$ cat config.mk
export PLATFORM = sky130hd
export DESIGN_NAME = jump_flush_controller
export DESIGN_NICKNAME = d
export VERILOG_FILES = /design/src/rtl/jump_flush_pkg.sv /design/src/rtl/jump_flush_controller.sv
export SDC_FILE = /design/constraint.sdc
export NUM_CORES = 1
export LEC_CHECK = 0
export CELL_PAD_IN_SITES_DETAIL_PLACEMENT = 1
export CELL_PAD_IN_SITES_GLOBAL_PLACEMENT = 1
export CORE_MARGIN = 8
export CORE_UTILIZATION = 33
export CTS_CLUSTER_DIAMETER = 100
export CTS_CLUSTER_SIZE = 14
export DETAILED_ROUTE_END_ITERATION = 8
export PLACE_DENSITY = 0.82
export SLEW_MARGIN = 20
export SYNTH_ARGS = -nofsm -noshare
export SYNTH_HDL_FRONTEND = slang
export SYNTH_SLANG_ARGS = --single-unit
$ cat constraint.sdc
create_clock -name clk -period 2.33 [get_ports clk]
set_input_delay 0.466 -clock clk [delete_from_list [all_inputs] [get_ports clk]]
set_output_delay 0.466 -clock clk [all_outputs]
set_load 0.005 [all_outputs]
$ cat src/rtl/jump_flush_pkg.sv
// Shared types and constants for the control-transfer flush controller.
package jump_flush_pkg;

    typedef enum logic [1:0] {
        IDLE   = 2'd0,
        PEND   = 2'd1,
        SHADOW = 2'd2
    } jf_state_t;

    localparam int JF_FLUSH_CYCLES_DEF = 2;
    localparam int JF_SH_CNT_W         = 3;

endpackage

$ cat src/rtl/jump_flush_controller.sv
// Detects taken branches/jumps in EXE, redirects the PC, holds a stalled redirect
// and kills wrong-path instructions for a counted shadow window.
//
// state  | meaning
// IDLE   | no redirect in flight; a take fires here unless stalled
// PEND   | take seen under stall; target latched in tgt_q, fires when stall drops
// SHADOW | post-fire window killing wrong-path work; sh_cnt unstalled cycles remain
module jump_flush_controller
    import jump_flush_pkg::*;
#(
    parameter int FLUSH_CYCLES = JF_FLUSH_CYCLES_DEF,
    parameter int ADDR_W       = 32,
    parameter int CNT_W        = 16
) (
    input  logic              clk,
    input  logic              rst,
    input  logic              exe_valid,
    input  logic              exe_is_branch,
    input  logic              exe_branch_taken,
    input  logic              exe_is_jump,
    input  logic [ADDR_W-1:0] exe_target,
    input  logic              stall,
    output logic              pc_jump_control,
    output logic              enable_jump,
    output logic              local_rst,
    output logic [ADDR_W-1:0] pc_redirect_target,
    output logic              if_id_flush,
    output logic              id_exe_flush,
    output logic [CNT_W-1:0]  jump_count
);

    localparam bit                     HAS_SHADOW = (FLUSH_CYCLES > 1);
    localparam logic [JF_SH_CNT_W-1:0] SH_LOAD    = JF_SH_CNT_W'(FLUSH_CYCLES - 1);

    jf_state_t               state_q, state_d;
    logic [ADDR_W-1:0]       tgt_q, tgt_d;
    logic [JF_SH_CNT_W-1:0]  sh_cnt_q, sh_cnt_d;
    logic                    fire;
    logic                    take;

    assign take = exe_valid & (exe_is_jump | (exe_is_branch & exe_branch_taken));

    always_ff @(posedge clk) begin
        if (rst) begin
            state_q    <= IDLE;
            tgt_q      <= '0;
            sh_cnt_q   <= '0;
            jump_count <= '0;
        end else begin
            state_q  <= state_d;
            tgt_q    <= tgt_d;
            sh_cnt_q <= sh_cnt_d;
            if (fire) begin
                jump_count <= jump_count + CNT_W'(1);
            end
        end
    end

    always_comb begin
        state_d            = state_q;
        tgt_d              = tgt_q;
        sh_cnt_d           = sh_cnt_q;
        fire               = 1'b0;
        pc_jump_control    = 1'b0;
        enable_jump        = 1'b0;
        local_rst          = 1'b0;
        if_id_flush        = 1'b0;
        id_exe_flush       = 1'b0;
        pc_redirect_target = exe_target;

        case (state_q)
            IDLE: begin
                if (take) begin
                    enable_jump = 1'b1;
                    if (stall) begin
                        tgt_d   = exe_target;
                        state_d = PEND;
                    end else begin
                        fire = 1'b1;
                    end
                end
            end
            PEND: begin
                enable_jump        = 1'b1;
                pc_redirect_target = tgt_q;
                if (!stall) begin
                    fire = 1'b1;
                end
            end
            SHADOW: begin
                // EXE contents are wrong-path here and deliberately ignored.
                enable_jump  = 1'b1;
                local_rst    = 1'b1;
                id_exe_flush = 1'b1;
                if (!stall) begin
                    sh_cnt_d = sh_cnt_q - JF_SH_CNT_W'(1);
                    if (sh_cnt_q == JF_SH_CNT_W'(1)) begin
                        state_d = IDLE;
                    end
                end
            end
            default: begin
                state_d = IDLE;
            end
        endcase

        if (fire) begin
            pc_jump_control = 1'b1;
            local_rst       = 1'b1;
            if_id_flush     = 1'b1;
            id_exe_flush    = 1'b1;
            if (HAS_SHADOW) begin
                state_d  = SHADOW;
                sh_cnt_d = SH_LOAD;
            end else begin
                state_d = IDLE;
            end
        end

        // Outputs are forced quiet while reset is sampled high.
        if (rst) begin
            fire               = 1'b0;
            pc_jump_control    = 1'b0;
            enable_jump        = 1'b0;
            local_rst          = 1'b0;
            if_id_flush        = 1'b0;
            id_exe_flush       = 1'b0;
            pc_redirect_target = '0;
        end
    end

endmodule

==> metrics.md <==
| Metric | Value |
|---|---|
| Ys async rst share | `0` |
| Leakage | `1.80 nW` |
| Clock root buffer | `clkbuf_8` |
| Critical path buffers and inverters | `3` |
| Detailed Routing Iterations Pass 1 | `4` |
| Sink Count | `53` |
| Highest metal used | `met4` |
| Yosys top cell area share | `0.385` |
| Post-Syn Area | `2750 sq um` |
| Slew margin rel. | `0.761` |
| Worst path depth | `6` |
| Routed WL per cell | `16.5 um` |
| Die Span Y | `107 um` |
| Core Region | `8130 sq um` |
| Hold WS | `0.464 ns` |
| Seq/Total Area, Yosys | `0.385` |
| RSZ-0062 raised after global routing | `yes` |
| Total grt overflow | `0` |
| Vias in the first global route | `2992` |
| Worst hold path type | `register to register` |
| Maximum VDD drop | `314 uV` |
| RD Place Congestion | `0.770` |
| Horiz. Die Dim | `107 um` |
| Critical path class | `register to output port` |
| Max-slew violation count | `0` |
| Total Wirelength | `9150 um` |
| Largest family of logic cells by synthesized area | `simple AND/OR/NAND/NOR gates` |
| Placed Cells | `540` |
| Pin count of the biggest net entering global routing | `46` |
| Total GRT Usage | `0.154` |
| Power Density | `724 nW/um^2` |
| Maxcap violations | `0` |
| M1 WL | `3720 um` |
| Kind of cell adding the most delay to the critical path | `buffers and inverters` |
| Slew @ Worst Pin | `0.358 ns` |
| Routed vias/inst | `5.13` |
| Non-Filler Instances | `554` |
| # IOs | `92` |
| Status | `completed` |
| DRC Markers | `0` |
| Initial Utilization | `0.339` |
| Routed via count | `2844` |
| Worst Path Arrival | `1.82 ns` |
| # setup viols final | `0` |
| Most frequent cells after synthesis | `72 x nand2_1, 53 x dfxtp_1, 48 x a21oi_1, 39 x nor2_1, 32 x mux2i_1` |
| Die Footprint | `11500 sq um` |
| Post-synthesis xor/xnor area fraction | `0.00636` |
| Count leader, synth | `nand2_1` |
| Synth Area in Adders | `0.0318` |
| CTS clk-pin slew, worst paths | `0.10 ns` |
| Syn Inst Count | `353` |
| CTS tree | `built` |
| I/O Buffers | `91` |
| Critical Path End Type | `output port` |
| Synth unique cells | `33` |
| Area Growth Syn to Fin | `51.2%` |
| Critical Path Fanout Max | `13` |
| Antenna violations before repair | `0` |
| Hold_buf cts | `0` |
| CTS buffer count | `5` |
| # diodes | `0` |
| Post-synthesis mux area share | `0.133` |
| Count of final hold-check violations | `0` |
| Yosys reg bits | `53` |
| Total power | `3.02 mW` |
| Post-synthesis compound-gate area fraction | `0.141` |
| Worst-skew pair later-pin latency | `0.31 ns` |
| Met3 Routed Length | `677 um` |
| Ys Warns | `0` |
| Syn avg cell area | `7.80 sq um` |
| Met2 wire len | `4650 um` |
| Final Cycle Share | `0.980` |
| Setup Skew | `0.0133 ns` |
| Synth area leaders | `dfxtp_1 39%, mux2i_1 12%, nand2_1 9.8%, a21oi_1 8.7%, nor2_1 5.3%` |
| Crit path largest cell delay | `0.45 ns` |
| Routed Antenna Nets | `0` |
| Final min period | `2.28 ns` |
| Slowest cell on the critical path | `clkdlybuf4s50_1` |
| Hold Path Cell Cnt | `2` |
| First-pass GRT wire length | `14700 um` |
| FP Rows | `33` |
| Worst R2R Path Depth | `8` |
| WP data required | `1.86 ns` |
| Final TNS setup | `0 ns` |
| Area leader, netlist | `dfxtp_1` |
| CP Cell Sequence | `inv_1, ha_4, buf_12, mux2i_1, nor2_1, clkdlybuf4s50_1` |
| 1st-iter DRT viols | `79` |
| Fin nets | `494` |
| Dpl hpwl | `6460 um` |
| Clk buf depth | `2` |
| Setup crit start kind | `register` |
| Post-Syn Nets | `399` |
| H-tree lvl count | `2` |
| Number of synthesized flops with an enable pin | `0` |
| Primary FF master, synth | `dfxtp_1` |
| Layout cells sized above 1 | `0.107` |
| Simple-Gate Fraction of Synth Area | `0.249` |
| Fmax | `0.438 GHz` |
[where the power goes]
part | internal [mW] | switching (mW) | total [mW]
registers | 0.974 | 0.0531 | 1.03
logic | 0.716 | 0.609 | 1.32
clock network | 0.350 | 0.315 | 0.665
[worst min-delay path, cell delays in order, from the launching register on]
cell     delay [ns]
dfxtp_1        0.32
nand2_1        0.05
a21oi_1        0.05
[state kept, by name (all words and copies together) (netlist names)]
name,flops
state_q,2
sh_cnt_q,3
jump_count,16
tgt_q,32
[placed cells by master (no fill, tap or decap), types with 2 or more instances in the layout]
cell type	instances
dfxtp_1	51
dlymetal6s2s_1	19
mux2_2	4
a21oi_1	47
ha_1	6
nand4_1	5
o21ai_0	6
inv_1	7
buf_4	17
or3_1	5
buf_12	6
nand3_1	7
clkdlybuf4s50_1	55
bufbuf_16	2
a21o_1	2
and4_1	2
dlygate4sd2_1	15
or4_1	8
nor2b_1	5
o31ai_1	8
nor2_1	38
nand2_1	71
mux2i_1	32
a31oi_1	2
dfxtp_2	2
clkbuf_8	6
nor4_1	3
[timing repair]
action                                  4_1_cts  5_1_grt
gates resized for setup                      28       25
gates cloned                                  2        0
endpoints found under the setup margin       36       24
setup buffers                                 3        1
pin swaps                                     1        2
[per-stage QoR]
stage,setup slack (ns),utilization,area [sq um]
floorplan,0.335,-,2750
global placement,-0.302,0.475,3860
detailed placement,-0.330,0.475,3860
CTS,-0.0880,0.504,4100
global route,-0.0708,0.512,4160
finish,0.0467,0.512,4160
[logic make-up (layout without fill, tap and decap cells)]
logic type | count (synthesis) | count (layout)
AO/OA/AOI/OAI | 70 | 70
XOR/XNOR | 2 | 2
adder cells (fa/ha/maj) | 7 | 7
buffers and inverters | 35 | 131
flip-flops | 53 | 53
multiplexers | 36 | 36
AND/OR/NAND/NOR | 150 | 150
[per-layer routing]
layer / vias up / global-route usage
met5: - / 0
met2: 71 / 0.273
li1: 1399 / -
met1: 1363 / 0.170
met4: 0 / 0.0327
met3: 11 / 0.0587
[worst paths after layout]
check / start / to / slack, ns
setup reg to reg: state_q[1]$_SDFFE_PP0P_ / jump_count[14]$_SDFFE_PP0P_ / 0.41
hold reg to reg: tgt_q[17]$_SDFFE_PP0P_ / tgt_q[17]$_SDFFE_PP0P_ / 0.46
setup / recovery: state_q[1]$_SDFFE_PP0P_ / pc_redirect_target[25] / 0.05
hold / removal: tgt_q[17]$_SDFFE_PP0P_ / tgt_q[17]$_SDFFE_PP0P_ / 0.46
[area by class of cell]
class	instances	area (sq um)
Timing Repair Buffer	116	1240
Multi-Input combinational cell	265	1580
Fill cell	960	3970
Clock buffer	6	82.6
Sequential cell	53	1060
Tap cell	105	131
Clock inverter	2	37.5
Inverter	7	26.3
Power figures use the tool's default switching activity.
